[config.mk]
export PLATFORM = sky130hd
export DESIGN_NAME = fifo_uart_tx
export DESIGN_NICKNAME = d
export VERILOG_FILES = /design/src/rtl/uart_pkg.sv /design/src/rtl/uart_baud_cnt.sv /design/src/rtl/fifo_uart_tx.sv
export SDC_FILE = /design/constraint.sdc
export NUM_CORES = 1
export LEC_CHECK = 0
export ABC_AREA = 1
export CAP_MARGIN = 20
export CORE_MARGIN = 5
export CORE_UTILIZATION = 49
export DETAILED_ROUTE_END_ITERATION = 7
export GPL_ROUTABILITY_DRIVEN = 0
export PLACE_DENSITY = 0.7
export SLEW_MARGIN = 5
export SYNTH_ARGS = -nofsm -noshare
export SYNTH_HDL_FRONTEND = slang
export SYNTH_SLANG_ARGS = --single-unit
[constraint.sdc]
create_clock -name clk -period 3 [get_ports clk]
set_clock_uncertainty 0.15 [all_clocks]
set_input_delay 0.45 -clock clk [delete_from_list [all_inputs] [get_ports clk]]
set_output_delay 0.45 -clock clk [all_outputs]
set_load 0.02 [all_outputs]
[src/rtl/uart_pkg.sv]
// ---------------------------------------------------------------------------
// uart_pkg
// Shared definitions for the FIFO-draining UART transmitter: the transmit
// state encoding, the frame geometry and the line idle level, plus the
// even-parity helper used when the parity bit is enabled.
// ---------------------------------------------------------------------------
package uart_pkg;

  localparam int   DATA_BITS  = 8;
  localparam logic IDLE_LEVEL = 1'b1;

  // Transmit sequencer states (3-bit encoding).
  typedef enum logic [2:0] {
    ST_IDLE   = 3'd0,
    ST_REQ    = 3'd1,
    ST_LATCH  = 3'd2,
    ST_START  = 3'd3,
    ST_DATA   = 3'd4,
    ST_PARITY = 3'd5,
    ST_STOP   = 3'd6
  } uart_state_e;

  // Even parity: the bit that makes the total count of ones even.
  function automatic logic even_parity(input logic [DATA_BITS-1:0] data);
    return ^data;
  endfunction

endpackage

[src/rtl/uart_baud_cnt.sv]
// ---------------------------------------------------------------------------
// uart_baud_cnt
// Free-running bit-period counter. Counts 0..CLKS_PER_BIT-1 and wraps.
//   clk       : system clock
//   reset     : asynchronous, active-high reset (count -> 0)
//   clear     : synchronous hold-at-zero while the sequencer is not on a bit
//   tick      : high on the final cycle of a bit period (count == max)
//   tick_next : high when the following cycle will be the final cycle of a
//               bit period; lets the parent register a pulse aligned to tick
// ---------------------------------------------------------------------------
module uart_baud_cnt #(
  parameter int CLKS_PER_BIT = 868
) (
  input  logic clk,
  input  logic reset,
  input  logic clear,
  output logic tick,
  output logic tick_next
);

  localparam int CNT_W = (CLKS_PER_BIT > 1) ? $clog2(CLKS_PER_BIT) : 1;
  localparam logic [CNT_W-1:0] CNT_MAX = CNT_W'(CLKS_PER_BIT - 1);

  logic [CNT_W-1:0] cnt_q;
  logic [CNT_W-1:0] cnt_d;

  // Next count: held at zero by clear, otherwise increment and wrap at max.
  always_comb begin
    cnt_d = cnt_q;
    if (clear) begin
      cnt_d = {CNT_W{1'b0}};
    end else if (cnt_q == CNT_MAX) begin
      cnt_d = {CNT_W{1'b0}};
    end else begin
      cnt_d = cnt_q + CNT_W'(1'b1);
    end
  end

  // Count register.
  always_ff @(posedge clk or posedge reset) begin
    if (reset) begin
      cnt_q <= {CNT_W{1'b0}};
    end else begin
      cnt_q <= cnt_d;
    end
  end

  assign tick      = ~clear & (cnt_q == CNT_MAX);
  assign tick_next = (cnt_d == CNT_MAX);

endmodule

[src/rtl/fifo_uart_tx.sv]
// ---------------------------------------------------------------------------
// fifo_uart_tx
// Drains bytes from a synchronous byte FIFO and sends each one as an 8N1
// UART frame (optionally with an even-parity bit before the stop bit).
//   clk            : system clock, rising edge
//   reset          : asynchronous, active-high reset
//   tx_enable      : permits a new byte fetch; an in-flight frame always ends
//   fifo_empty     : FIFO empty flag, looked at only while idle
//   fifo_read_en   : one-cycle pop strobe to the FIFO
//   fifo_read_data : FIFO data, valid the cycle after the pop is sampled
//   tx             : serial line, idle high
//   busy           : high whenever the sequencer is not idle
//   tx_done        : one-cycle pulse on the last cycle of the stop bit
// All outputs come straight from flops.
// ---------------------------------------------------------------------------
module fifo_uart_tx
  import uart_pkg::*;
#(
  parameter int CLKS_PER_BIT = 868,
  parameter bit PARITY_EN    = 1'b0
) (
  input  logic       clk,
  input  logic       reset,
  input  logic       tx_enable,
  input  logic       fifo_empty,
  output logic       fifo_read_en,
  input  logic [7:0] fifo_read_data,
  output logic       tx,
  output logic       busy,
  output logic       tx_done
);

  uart_state_e          state_q, state_d;
  logic [DATA_BITS-1:0] shift_q, shift_d;
  logic [2:0]           bit_cnt_q, bit_cnt_d;
  logic                 parity_q, parity_d;
  logic                 tx_q, tx_d;
  logic                 rd_en_q, rd_en_d;
  logic                 busy_q, busy_d;
  logic                 done_q, done_d;

  logic baud_clear;
  logic baud_tick;
  logic baud_tick_next;

  // The bit timer only runs while a serial bit is on the line, so every bit
  // period starts from a count of zero.
  assign baud_clear = (state_q == ST_IDLE) || (state_q == ST_REQ) ||
                      (state_q == ST_LATCH);

  uart_baud_cnt #(
    .CLKS_PER_BIT (CLKS_PER_BIT)
  ) u_baud (
    .clk       (clk),
    .reset     (reset),
    .clear     (baud_clear),
    .tick      (baud_tick),
    .tick_next (baud_tick_next)
  );

  // Sequencer next-state and next-output logic.
  always_comb begin
    state_d   = state_q;
    shift_d   = shift_q;
    bit_cnt_d = bit_cnt_q;
    parity_d  = parity_q;
    tx_d      = tx_q;
    rd_en_d   = 1'b0;

    case (state_q)
      ST_IDLE: begin
        tx_d = IDLE_LEVEL;
        // The pop is only ever issued against a non-empty FIFO.
        if (tx_enable && !fifo_empty) begin
          state_d = ST_REQ;
          rd_en_d = 1'b1;
        end else begin
          state_d = ST_IDLE;
        end
      end

      ST_REQ: begin
        // FIFO samples the pop at this edge; its data is valid next cycle.
        state_d = ST_LATCH;
      end

      ST_LATCH: begin
        shift_d   = fifo_read_data;
        parity_d  = even_parity(fifo_read_data);
        bit_cnt_d = 3'd0;
        tx_d      = 1'b0;
        state_d   = ST_START;
      end

      ST_START: begin
        if (baud_tick) begin
          state_d   = ST_DATA;
          bit_cnt_d = 3'd0;
          tx_d      = shift_q[0];
        end else begin
          state_d = ST_START;
        end
      end

      ST_DATA: begin
        if (baud_tick) begin
          if (bit_cnt_q == 3'(DATA_BITS - 1)) begin
            bit_cnt_d = 3'd0;
            if (PARITY_EN) begin
              state_d = ST_PARITY;
              tx_d    = parity_q;
            end else begin
              state_d = ST_STOP;
              tx_d    = IDLE_LEVEL;
            end
          end else begin
            // LSB first: the next bit is always at position 1 before shifting.
            bit_cnt_d = bit_cnt_q + 3'd1;
            shift_d   = {1'b0, shift_q[DATA_BITS-1:1]};
            tx_d      = shift_q[1];
          end
        end else begin
          state_d = ST_DATA;
        end
      end

      ST_PARITY: begin
        if (baud_tick) begin
          state_d = ST_STOP;
          tx_d    = IDLE_LEVEL;
        end else begin
          state_d = ST_PARITY;
        end
      end

      ST_STOP: begin
        tx_d = IDLE_LEVEL;
        if (baud_tick) begin
          state_d = ST_IDLE;
        end else begin
          state_d = ST_STOP;
        end
      end

      default: begin
        state_d   = ST_IDLE;
        bit_cnt_d = 3'd0;
        tx_d      = IDLE_LEVEL;
      end
    endcase

    busy_d = (state_d != ST_IDLE);
    // Registered so it lands on the stop bit's final cycle, the same cycle
    // in which the bit timer reaches terminal count.
    done_d = (state_d == ST_STOP) && baud_tick_next;
  end

  // Sequencer and output registers.
  always_ff @(posedge clk or posedge reset) begin
    if (reset) begin
      state_q   <= ST_IDLE;
      shift_q   <= {DATA_BITS{1'b0}};
      bit_cnt_q <= 3'd0;
      parity_q  <= 1'b0;
      tx_q      <= IDLE_LEVEL;
      rd_en_q   <= 1'b0;
      busy_q    <= 1'b0;
      done_q    <= 1'b0;
    end else begin
      state_q   <= state_d;
      shift_q   <= shift_d;
      bit_cnt_q <= bit_cnt_d;
      parity_q  <= parity_d;
      tx_q      <= tx_d;
      rd_en_q   <= rd_en_d;
      busy_q    <= busy_d;
      done_q    <= done_d;
    end
  end

  assign tx           = tx_q;
  assign fifo_read_en = rd_en_q;
  assign busy         = busy_q;
  assign tx_done      = done_q;

endmodule

# Word-level counts from Yosys, hierarchy flattened
# Cells that the tools add are included.
dict set report classes {
  n_addsub 2
  eq_ne 14
  mux 23
  n_bitwise 4
  n_reduce_logical 12
}
# operator count
set op_table {}
lappend op_table {{$mux W3} 7}
lappend op_table {{$pmux W3 S7} 1}
lappend op_table {{$eq A10 B10 Y1 const B} 2}
lappend op_table {{$mux W10} 2}
lappend op_table {{$mux W8} 2}
lappend op_table {{$pmux W8 S2} 1}
lappend op_table {{$eq A3 B3 Y1 const B} 5}
lappend op_table {{$add A10 B1 Y10 const B} 1}
lappend op_table {{$pmux W3 S3} 1}
lappend op_table {{$ne A2 B2 Y1 const B} 4}
lappend op_table {{$mux W1} 7}
lappend op_table {{$eq A3 B2 Y1 const B} 2}
lappend op_table {{$reduce_and A3 Y1} 2}
lappend op_table {{$pmux W1 S5} 1}
lappend op_table {{$reduce_and A4 Y1} 1}
lappend op_table {{$reduce_or A4 Y1} 1}
lappend op_table {{$add A3 B1 Y3 const B} 1}
lappend op_table {{$eq A3 B1 Y1 const B} 1}
lappend op_table {{$logic_not A3 Y1} 1}
lappend op_table {{$not A1 Y1} 3}
lappend op_table {{$reduce_bool A3 Y1} 1}
lappend op_table {{$logic_and A1 B1 Y1} 2}
lappend op_table {{$logic_or A1 B1 Y1} 2}
lappend op_table {{$mux W2} 1}
lappend op_table {{3 further kinds} 3}
dict set report totals {
  reg_bits 28
  in_bits 12
  out_inout_bits 4
  word_cells 63
}

# Logic depth before layout (Yosys ltp)
# Gate-level depths: netlist of run 1.
dict set report logic_depth {
  ltp_word 9
  depth_mapped 11
  mapped_depth_nobuf 11
}

# By module
# Synthesis of run 1 repeated with hierarchy kept, for this count alone.
dict set report hier_totals {
  hier_cells 219
  hier_area_um2 1652.8
}
# mod instances cells_each area_per_inst_um2 seq_area_each_um2
set by_module_without_submodules {}
lappend by_module_without_submodules {fifo_uart_tx 1 139 1051.0 451.7}
lappend by_module_without_submodules {uart_baud_cnt 1 80 601.8 250.2}

# Least setup slack after synthesis of run 1
# Ideal clock, no wire load.
dict set report synth_timing {
  kind {register to register}
  start {register bit_cnt_q[0]}
  end {register shift_q[1]}
  setup_ns 0.122
  arrival_time_ns 1.404
  required_ns 2.728
  setup_slack_ns 1.324
  stages_incl_launch_ff 8
  path_buffers 1
  synth_period_minus_slack_ns 1.676
  cell_sequence {dfrtp_1 > ha_1 > ha_1 > o21ai_1 > o21ai_4 > buf_6 > nand2_2 > o21ai_2}
}
dict set report synth_between {
  elab_chain_cells 3
}
# item line
set synth_rtl {}
lappend synth_rtl {{start, declared} fifo_uart_tx.sv:35} ;# logic [2:0] bit_cnt_q, bit_cnt_d;
lappend synth_rtl {{start signal, assigned} fifo_uart_tx.sv:172} ;# bit_cnt_q <= bit_cnt_d;
lappend synth_rtl {{$eq A3 B3 Y1} fifo_uart_tx.sv:107} ;# if (bit_cnt_q == 3'(DATA_BITS - 1)) begin
lappend synth_rtl {{$ne A2 B2 Y1 (no line)} -}
lappend synth_rtl {{$reduce_and A3 Y1 (no line)} -}
lappend synth_rtl {{end signal, assigned} fifo_uart_tx.sv:162} ;# shift_q <= {DATA_BITS{1'b0}};
lappend synth_rtl {{end signal, assigned} fifo_uart_tx.sv:171} ;# shift_q <= shift_d;
lappend synth_rtl {{end, declared} fifo_uart_tx.sv:34} ;# logic [DATA_BITS-1:0] shift_q, shift_d;
# Every way passes these cells.
# A chain may end at the register's enable or synchronous reset.

# Final worst setup path of run 1
dict set report layout_timing {
  start {register tx_q (netlist: tx)}
  end {output tx}
}
# item line
set layout_rtl {}
lappend layout_rtl {{start, declared} fifo_uart_tx.sv:37} ;# logic tx_q, tx_d;
lappend layout_rtl {{start signal, assigned} fifo_uart_tx.sv:174} ;# tx_q <= tx_d;
lappend layout_rtl {{end, declared} fifo_uart_tx.sv:28} ;# output logic tx,
# No word-level cell between the ends.

==> run metrics, run 1 <==
sequential share of power 0.666; Total Neg Setup Slack 0 ps; most frequent cell after synthesis nand2_1; drc violations 0; Buffers & Inverters on Critical Path 1; post-synthesis cell area 1627 sq um; CP startpoint kind flip-flop; path depth of the worst reg2reg path 6; crit path DAT 1480 ps; setup violators final 0; Clock Sink Count 28; Worst path depth 1; Post-CTS Setup Inserts 0; Post-synth EDFFs 0; Multi-input gate area 778.2 sq um; post-route ant nets 0; post-cts sizing count 0; f_max 0.4801 GHz; Clock power frac 0.274; placement row count 21; Tightest Pin Transition 497.9 ps; Sw Ratio 0.2162; Async S/R FF share, synth 1.000; Num CTS Buffers 3; grt total ovfl 0; vias in the first global route 1,339; hold_buf cts 0; endpoints failing hold 0; Pleak 0.9601 nW; register-to-register setup slack 1110 ps; H-tree depth 1; PD cells 316.4 nW/um^2; post-synth top area share 0.4154; Net Sw Power 125.4 uW; crit-path cells clkdlybuf4s50_1; routed via count 1,271; gr usage total 0.1556; register cell area after layout 701.9 sq um; first-pass GRT wire length 5.478 mm; Worst Setup EP tx; top cells by area, synth dfrtp_1 42%, nand2_1 11%, inv_1 5.5%, nor2_1 5.3%, nand3_1 4.9%; routed len/inst 11.19 microns; synth unique cells 29; worst-path fanout max 2; status completed; Area Growth Syn to Fin 12.77%; clk buf depth 2; fill count 304; commonest cells in the netlist 47 x nand2_1, 27 x dfrtp_1, 24 x inv_1; post-DR vias/cell 4.870; drt pass-1 iters 4; Chip Height 67.62 microns; CP startpoint tx; period utilization 0.6944; clk slew on worst S/H paths 150 ps; Critical Path RT 2400 ps; drt total wl 2.920 mm; port buffer count 15; layout cells sized above 1 0.1721; RSZ-0062 raised after global routing false; Fin Hold WS 306.8 ps; Worst R2R End shift_q[2]; pin count of the biggest net entering global routing 29; die width 67.62 microns; cell family with most CP delay buffers and inverters; Crit-path slowest cell clkdlybuf4s50_1; Place WS 1112 ps; placed cells 257; Synth Flop Type dfrtp_1; Max stage delay on crit path 600 ps; Worst Setup End Kind output port; CP Class flip-flop to output port; Max transition margin 0.6668; Overall Power 580.3 uW; NumNets Final 231; Yosys reg bits 28; Final Max Slew Viols 0; Layout Cells excl Fill 261; Worst-Skew Late Latency 330 ps; Gate power share 0.060; FF-to-FF Start state_q[1]; initial antenna violation count 0; Power Internal 454.9 uW; Tmin final 2083 ps; Worst Hold Class primary input to async pin; Ports 16; initial DRC count 66; CTS tree yes; Die Area 4572 sq um; Yosys warning count 0; cell taking the most area after synthesis dfrtp_1; Post-Syn Area per Cell 8.215 sq um; clock root cell clkbuf_4; Mapped Cells 198; core box area 3284 sq um; initial core utilization 0.4952; Worst VDD drop 0.1885 mV; final worst slack 916.9 ps; Post-Syn Nets 213; Seq/Total Area, Yosys 0.4315; ant diodes 0; DP HPWL 2.281 mm; max_cap viols 0
[kinds of logic after synthesis]
group	synth area share
DFF	0.4315
buffers and inverters	0.09000
and+or+nand+nor	0.3085
muxes	0.03692
xor gates and xnor gates	0.005386
adders and majority gates	0.02308
AOI/OAI and AO/OA	0.1046
[worst register-to-register path: cells and delay by family (launching register included)]
kind             cells  cell delay, ps
AND/OR/NAND/NOR      3             510
AO/OA/AOI/OAI        3             590
flip-flops           1             520
[sequential cells by signal, indices dropped and copies added (netlist names)]
signal,count
fifo_read_en,1
busy,1
bit_cnt_q,3
shift_q,8
state_q,3
u_baud.cnt_q,10
tx_done,1
tx,1
[placed cells by master, fill, tap and decap left out, types with 3 or more instances in the layout]
master           synthesis  layout
nand2_1                 47      47
o21ai_2                  9       9
inv_2                    3       3
nor2_2                   3       3
o21ai_1                  4       4
clkbuf_4                 0       3
inv_1                   24      24
dfrtp_1                 27      27
nand3_1                 16      16
ha_1                     3       3
nand2_2                  9       9
mux2i_1                  6       6
nor2_1                  23      23
clkdlybuf4s50_1          0      15
[per-stage QoR]
| step | util | instance area, sq um |
|---|---|---|
| 2_1_floorplan | - | 1627 |
| 3_3_place_gp | 0.5505 | 1808 |
| 3_5_place_dp | 0.5505 | 1808 |
| 4_1_cts | 0.5585 | 1834 |
| 5_1_grt | 0.5585 | 1834 |
| 6_report | 0.5585 | 1834 |
[how the worst min path moves through the flow]
stage / from / end / slack (ps)
2_1_floorplan: shift_q[7] / shift_q[7] / 300
3_3_place_gp: shift_q[2] / shift_q[2] / 320
3_5_place_dp: shift_q[2] / shift_q[2] / 330
4_1_cts: reset / shift_q[3] / 320
5_1_grt: reset / tx_done / 350
6_report: reset / tx_done / 310
[final cells by class]
cell class,instances,share of cell area
tap,46,0.03138
sequential,28,0.3827
inverter,28,0.06139
multi-input combinational,139,0.4243
timing repair buffer,16,0.08595
clock buffer,4,0.01432
[metal layers]
layer,wire [microns],vias to the layer above,track usage,share of wire
met5,0,-,0,0
met4,50,0,0.06076,0.017
met3,77,5,0.01997,0.026
met2,1553,18,0.2892,0.53
met1,1239,585,0.1781,0.42
li1,-,663,-,-
[power by group through the flow]
stage	logic, mW	registers [mW]	clock network [mW]
4_1_cts	0.0358	0.387	0.166
2_1_floorplan	0.0171	0.393	0
3_3_place_gp	0.0350	0.393	0
3_5_place_dp	0.0358	0.393	0
5_1_grt	0.0391	0.387	0.176
6_report	0.0346	0.386	0.159
No activity file was read; power rests on OpenSTA's default activity.
==> run 2, diff against run 1 <==
--- a/config.mk
+++ b/config.mk
@@ -11,7 +11,7 @@
 export CORE_UTILIZATION = 49
 export DETAILED_ROUTE_END_ITERATION = 7
 export GPL_ROUTABILITY_DRIVEN = 0
-export PLACE_DENSITY = 0.7
+export PLACE_DENSITY = 0.73
 export SLEW_MARGIN = 5
 export SYNTH_ARGS = -nofsm -noshare
 export SYNTH_HDL_FRONTEND = slang
==> constraint.sdc (replaced) <==
create_clock -name clk -period 1.9 [get_ports clk]
set_clock_uncertainty 0.15 [all_clocks]
set_input_delay 0.285 -clock clk [delete_from_list [all_inputs] [get_ports clk]]
set_output_delay 0.285 -clock clk [all_outputs]
set_load 0.02 [all_outputs]
==> run metrics, run 2 (same netlist as run 1, synthesis figures left out) <==
Num CTS Buffers 3 (unchanged); worst-path fanout max 15 (was 2); status completed (unchanged); setup violators final 0 (unchanged); first-pass GRT wire length 5.119 mm (was 5.478 mm); Total Neg Setup Slack 0 ps (unchanged); Tmin final 1739 ps; Sw Ratio 0.2170 (was 0.2162); port buffer count 15 (unchanged); fill count 302 (was 304); Ports 16 (unchanged); drc violations 0 (unchanged); Cell Area, Placed 1858 sq um (was 1808 sq um); CP startpoint kind flip-flop (unchanged); Chip Height 67.62 microns (unchanged); hold_buf cts 0 (unchanged); Largest Register u_baud.cnt_q (unchanged); Pleak 1.005 nW (was 0.9601 nW); Fin Hold WS 144.8 ps (was 306.8 ps); Tightest Pin Transition 357.7 ps (was 497.9 ps); drt pass-1 iters 4 (unchanged); Place WS 157.4 ps (was 1112 ps); placement row count 21 (unchanged); ant diodes 0 (unchanged); most frequent cells in the layout 47 x nand2_1, 27 x dfrtp_1, 24 x inv_1 (unchanged); placed cells 262 (was 257); crit-path cells ha_1 > nand2_1 > nor2_2 > nand3_4 > inv_2 > o21ai_4 > buf_12 > nand2_1 > o21ai_2 (was clkdlybuf4s50_1); final core occ 0.5787 (was 0.5585); Worst Setup End Kind flip-flop (was output port); initial core utilization 0.4952 (unchanged); Crit-path slowest cell dfrtp_1 (was clkdlybuf4s50_1); Net Sw Power 208.7 uW (was 125.4 uW); CP Class flip-flop to flip-flop (was flip-flop to output port); post-DR vias/cell 4.742 (was 4.870); routed len/inst 11.04 microns (was 11.19 microns); initial antenna violation count 0 (unchanged); Gate power share 0.057 (was 0.060); core box area 3284 sq um (unchanged); NumNets Final 237 (was 231); clock root cell clkbuf_4 (unchanged); initial DRC count 62 (was 66); RSZ-0062 raised after global routing false (unchanged); pin count of the biggest net entering global routing 29 (unchanged); Max stage delay on crit path 400 ps (was 600 ps); clk buf depth 2 (unchanged); Die Area 4572 sq um (unchanged); endpoints failing hold 0 (unchanged); crit path DAT 1820 ps (was 1480 ps); number of flip-flops in the largest register 10 (unchanged); period utilization 0.9153; Layout Cells excl Fill 267 (was 261); PD cells 506.2 nW/um^2 (was 316.4 nW/um^2); final worst slack 160.9 ps (was 916.9 ps); vias in the first global route 1,237 (was 1,339); Final Max Slew Viols 0 (unchanged); Worst VDD drop 0.2533 mV (was 0.1885 mV); routed via count 1,266 (was 1,271); cell family with most CP delay simple AND/OR/NAND/NOR gates (was buffers and inverters); Largest regs u_baud.cnt_q (10), shift_q (8) (unchanged); DP HPWL 2.255 mm (was 2.281 mm); Worst-Skew Late Latency 340 ps (was 330 ps); Clock Sink Count 28 (unchanged); CTS tree yes (unchanged); Area Growth Syn to Fin 16.85% (was 12.77%); Clock power frac 0.309 (was 0.274); gr usage total 0.1480 (was 0.1556); layout cells sized above 1 0.1991 (was 0.1721); max_cap viols 0 (unchanged); die width 67.62 microns (unchanged); Buffers & Inverters on Critical Path 2 (was 1); fin area 1901 sq um (was 1834 sq um); grt total ovfl 0 (unchanged); Crit path top cell by count nand2_1; f_max 0.5750 GHz; Critical Path RT 1980 ps (was 2400 ps); Max transition margin 0.7606 (was 0.6668); sequential share of power 0.634 (was 0.666); clk slew on worst S/H paths 160 ps (was 150 ps); drt total wl 2.947 mm (was 2.920 mm); most common cell after layout, fill and taps aside nand2_1 (unchanged); post-route ant nets 0 (unchanged); H-tree depth 1 (unchanged); Overall Power 962.1 uW (was 580.3 uW); Worst Hold Class primary input to async pin (unchanged); Power Internal 753.3 uW (was 454.9 uW)
[run 2: final cells by class]
class | count | area [sq um] | area share
Clock buffer | 4 | 36.28 | 0.01909
Multi-Input combinational cell | 139 | 778.2 | 0.4095
Timing Repair Buffer | 22 | 214.0 | 0.1126
Tap cell | 46 | 57.56 | 0.03028
Sequential cell | 28 | 701.9 | 0.3693
Inverter | 28 | 112.6 | 0.05925
[run 2: per-layer routing]
layer / global-route usage / up-vias / share of wire
met1: 0.1739 / 565 / 0.46
met4: 0.06076 / 0 / 0.019
met3: 0.02329 / 7 / 0.029
met5: 0 / - / 0
li1: - / 679 / -
met2: 0.2649 / 15 / 0.50
[run 2: worst register-to-register path, delay by kind of cell (launching register included)]
kind                       cells  cell delay (ps)
DFF                            1              400
adders and majority gates      1              230
AOI/OAI and AO/OA              2              120
buffers and inverters          2              310
and+or+nand+nor                4              440
[run 2: final timing paths]
| check | startpoint | end | slack (ps) | cells past startpoint |
|---|---|---|---|---|
| hold reg to reg | shift_q[1] | shift_q[1] | 360 | 2 |
| setup / recovery | u_baud.cnt_q[1] | shift_q[2] | 160 | 9 |
| setup reg to reg | u_baud.cnt_q[1] | shift_q[2] | 160 | 9 |
| hold / removal | reset | u_baud.cnt_q[6] | 140 | 3 |
| max in group asynchronous | reset | tx | 1140 | 3 |
| min in group clk | fifo_read_data[7] | shift_q[7] | 340 | 3 |
[run 2: power by group through the flow]
stage / sequential [mW] / combinational (mW) / clock, mW
5_1_grt: 0.612 / 0.0624 / 0.325
3_5_place_dp: 0.621 / 0.0569 / 0
2_1_floorplan: 0.620 / 0.0270 / 0
4_1_cts: 0.610 / 0.0569 / 0.307
3_3_place_gp: 0.621 / 0.0563 / 0
6_report: 0.610 / 0.0547 / 0.297
[run 2: repair_timing]
action | CTS | global route
buffers inserted | 0 | 1
endpoints found under the setup margin | 1 | 1
gates resized for setup | 1 | 0
==> run 3, diff against run 2 <==
--- a/config.mk
+++ b/config.mk
@@ -7,11 +7,12 @@
 export LEC_CHECK = 0
 export ABC_AREA = 1
 export CAP_MARGIN = 20
-export CORE_MARGIN = 5
+export CORE_MARGIN = 8
 export CORE_UTILIZATION = 49
 export DETAILED_ROUTE_END_ITERATION = 7
 export GPL_ROUTABILITY_DRIVEN = 0
 export PLACE_DENSITY = 0.73
+export RECOVER_POWER = 25
 export SLEW_MARGIN = 5
 export SYNTH_ARGS = -nofsm -noshare
 export SYNTH_HDL_FRONTEND = slang
==> run metrics, run 3 (same netlist as run 1, synthesis figures left out) <==
status completed (unchanged); clk slew on worst S/H paths 160 ps (about the same); clock root cell clkbuf_4 (unchanged); Pleak 1.028 nW (was 1.005 nW); PD cells 547.3 nW/um^2 (was 506.2 nW/um^2); Area Growth Syn to Fin 19.54% (was 16.85%); CP startpoint kind flip-flop (unchanged); vias in the first global route 1,281 (was 1,237); f_max 0.5744 GHz (was 0.5750 GHz); layout cells sized above 1 0.2089 (was 0.1991); first-pass GRT wire length 5.533 mm (was 5.119 mm); most common cell after layout, fill and taps aside nand2_1 (unchanged); Clock Sink Count 28 (unchanged); clk buf depth 2 (unchanged); Critical Path RT 1980 ps (about the same); Cell Area, Placed 1873 sq um (was 1858 sq um); pin count of the biggest net entering global routing 17 (was 29); grt total ovfl 0 (unchanged); crit-path cells ha_2 > nand2_1 > nor2_2 > nand3_4 > inv_2 > o21ai_4 > buf_12 > nand2_1 > o21ai_2 (was ha_1 > nand2_1 > nor2_2 > nand3_4 > inv_2 > o21ai_4 > buf_12 > nand2_1 > o21ai_2); initial core utilization 0.4992 (was 0.4952); Max transition margin 0.7817 (was 0.7606); routed len/inst 11.31 microns (was 11.04 microns); Worst VDD drop 0.4891 mV (was 0.2533 mV); Chip Height 73.62 microns (was 67.62 microns); Worst-Skew Late Latency 340 ps (about the same); Ports 16 (unchanged); endpoints failing hold 0 (unchanged); number of flip-flops in the largest register 10 (unchanged); CP Class flip-flop to flip-flop (unchanged); NumNets Final 241 (was 237); worst-path fanout max 15 (unchanged); drt total wl 3.064 mm (was 2.947 mm); Multi-input gate area 773.2 sq um (was 778.2 sq um); Total Neg Setup Slack 0 ps (unchanged); Max stage delay on crit path 410 ps (was 400 ps); Crit path top cell by count nand2_1 (unchanged); gr usage total 0.1295 (was 0.1480); H-tree depth 1 (unchanged); setup violators final 0 (unchanged); initial DRC count 56 (was 62); ant diodes 0 (unchanged); fill count 315 (was 302); CTS tree yes (unchanged); register cell area after layout 701.9 sq um (unchanged); fin area 1944 sq um (was 1901 sq um); die width 73.62 microns (was 67.62 microns); post-DR vias/cell 4.760 (was 4.742); core box area 3258 sq um (was 3284 sq um); Num CTS Buffers 3 (unchanged); placement row count 21 (unchanged); drt pass-1 iters 4 (unchanged); Worst Hold Class flip-flop to flip-flop (was primary input to async pin); Crit-path slowest cell dfrtp_1 (unchanged); port buffer count 15 (unchanged); Final Max Slew Viols 0 (unchanged); Tightest Pin Transition 326.2 ps (was 357.7 ps); Die Area 5419 sq um (was 4572 sq um); cell family with most CP delay flip-flops (was simple AND/OR/NAND/NOR gates); Largest Register u_baud.cnt_q (unchanged); post-route ant nets 0 (unchanged); period utilization 0.9163 (was 0.9153); Largest regs u_baud.cnt_q (10), shift_q (8) (unchanged); Tmin final 1741 ps (was 1739 ps); Buffers & Inverters on Critical Path 2 (unchanged); routed via count 1,290 (was 1,266); DP HPWL 2.401 mm (was 2.255 mm); drc violations 0 (unchanged); max_cap viols 0 (unchanged); initial antenna violation count 0 (unchanged); most frequent cells in the layout 47 x nand2_1, 27 x dfrtp_1, 24 x nor2_1, 24 x inv_1, 16 x nand3_1 (was 47 x nand2_1, 27 x dfrtp_1, 24 x inv_1); Worst Setup End Kind flip-flop (unchanged); crit path DAT 1820 ps (about the same)
-- run 3: where the power goes --
group	switching (mW)	internal (mW)
Clock	0.183	0.214
Combinational	0.0248	0.0333
Sequential	0.00501	0.605
-- run 3: worst register-to-register path, cell delays in order (launching register included) --
cell	delay, ps
dfrtp_1	410
ha_2	230
nand2_1	70
nor2_2	120
nand3_4	150
inv_2	150
o21ai_4	70
buf_12	160
nand2_1	70
o21ai_2	50
-- run 3: stage by stage --
step	power [mW]	util	worst slack (ps)	hold WS, ps	std cells
floorplan	0.6468	-	223.9	199.7	198
global placement	0.6783	0.5749	197.3	322.1	264
detailed placement	0.6794	0.5749	153.5	323.8	264
CTS	1.078	0.5937	135.3	353.6	269
global route	1.107	0.5968	-15.34	376.0	271
finish	1.064	0.5968	158.9	351.9	271
-- run 3: layout make-up --
type / count / share of cell area
clock buffer: 3 / 0.01158
clock inverter: 1 / 0.01544
inverter: 28 / 0.05792
multi-input combinational: 139 / 0.3977
sequential: 28 / 0.3610
tap: 46 / 0.02960
timing repair buffer: 26 / 0.1268
-- run 3: routing by layer --
metal | global-route usage | vias to the layer above | wire length, microns
met5 | 0 | - | 0
met4 | 0.05100 | 0 | 53
met3 | 0.03683 | 7 | 98
met2 | 0.2087 | 18 | 1522
met1 | 0.1579 | 583 | 1389
li1 | - | 682 | -
-- run 3: path summary, 6_finish.rpt --
check	slack [ps]	endpoint	depth (start not counted)	start
max reg2reg	160	shift_q[2]	9	u_baud.cnt_q[1]
min in group asynchronous	660	u_baud.cnt_q[1]	3	reset
max in group asynchronous	440	tx	4	reset
min	350	shift_q[7]	2	shift_q[7]
max	160	shift_q[2]	9	u_baud.cnt_q[1]
min reg2reg	350	shift_q[7]	2	shift_q[7]
-- run 3: repair_timing --
| action | CTS | global route |
|---|---|---|
| pin swaps | 0 | 0 |
| hold buffers | 1 | 0 |
| gates resized for setup | 1 | 1 |
| setup buffers | 0 | 2 |
| cloned | 0 | 0 |
| endpoints found under the setup margin | 1 | 7 |
| endpoints found under the hold margin | 5 | 0 |
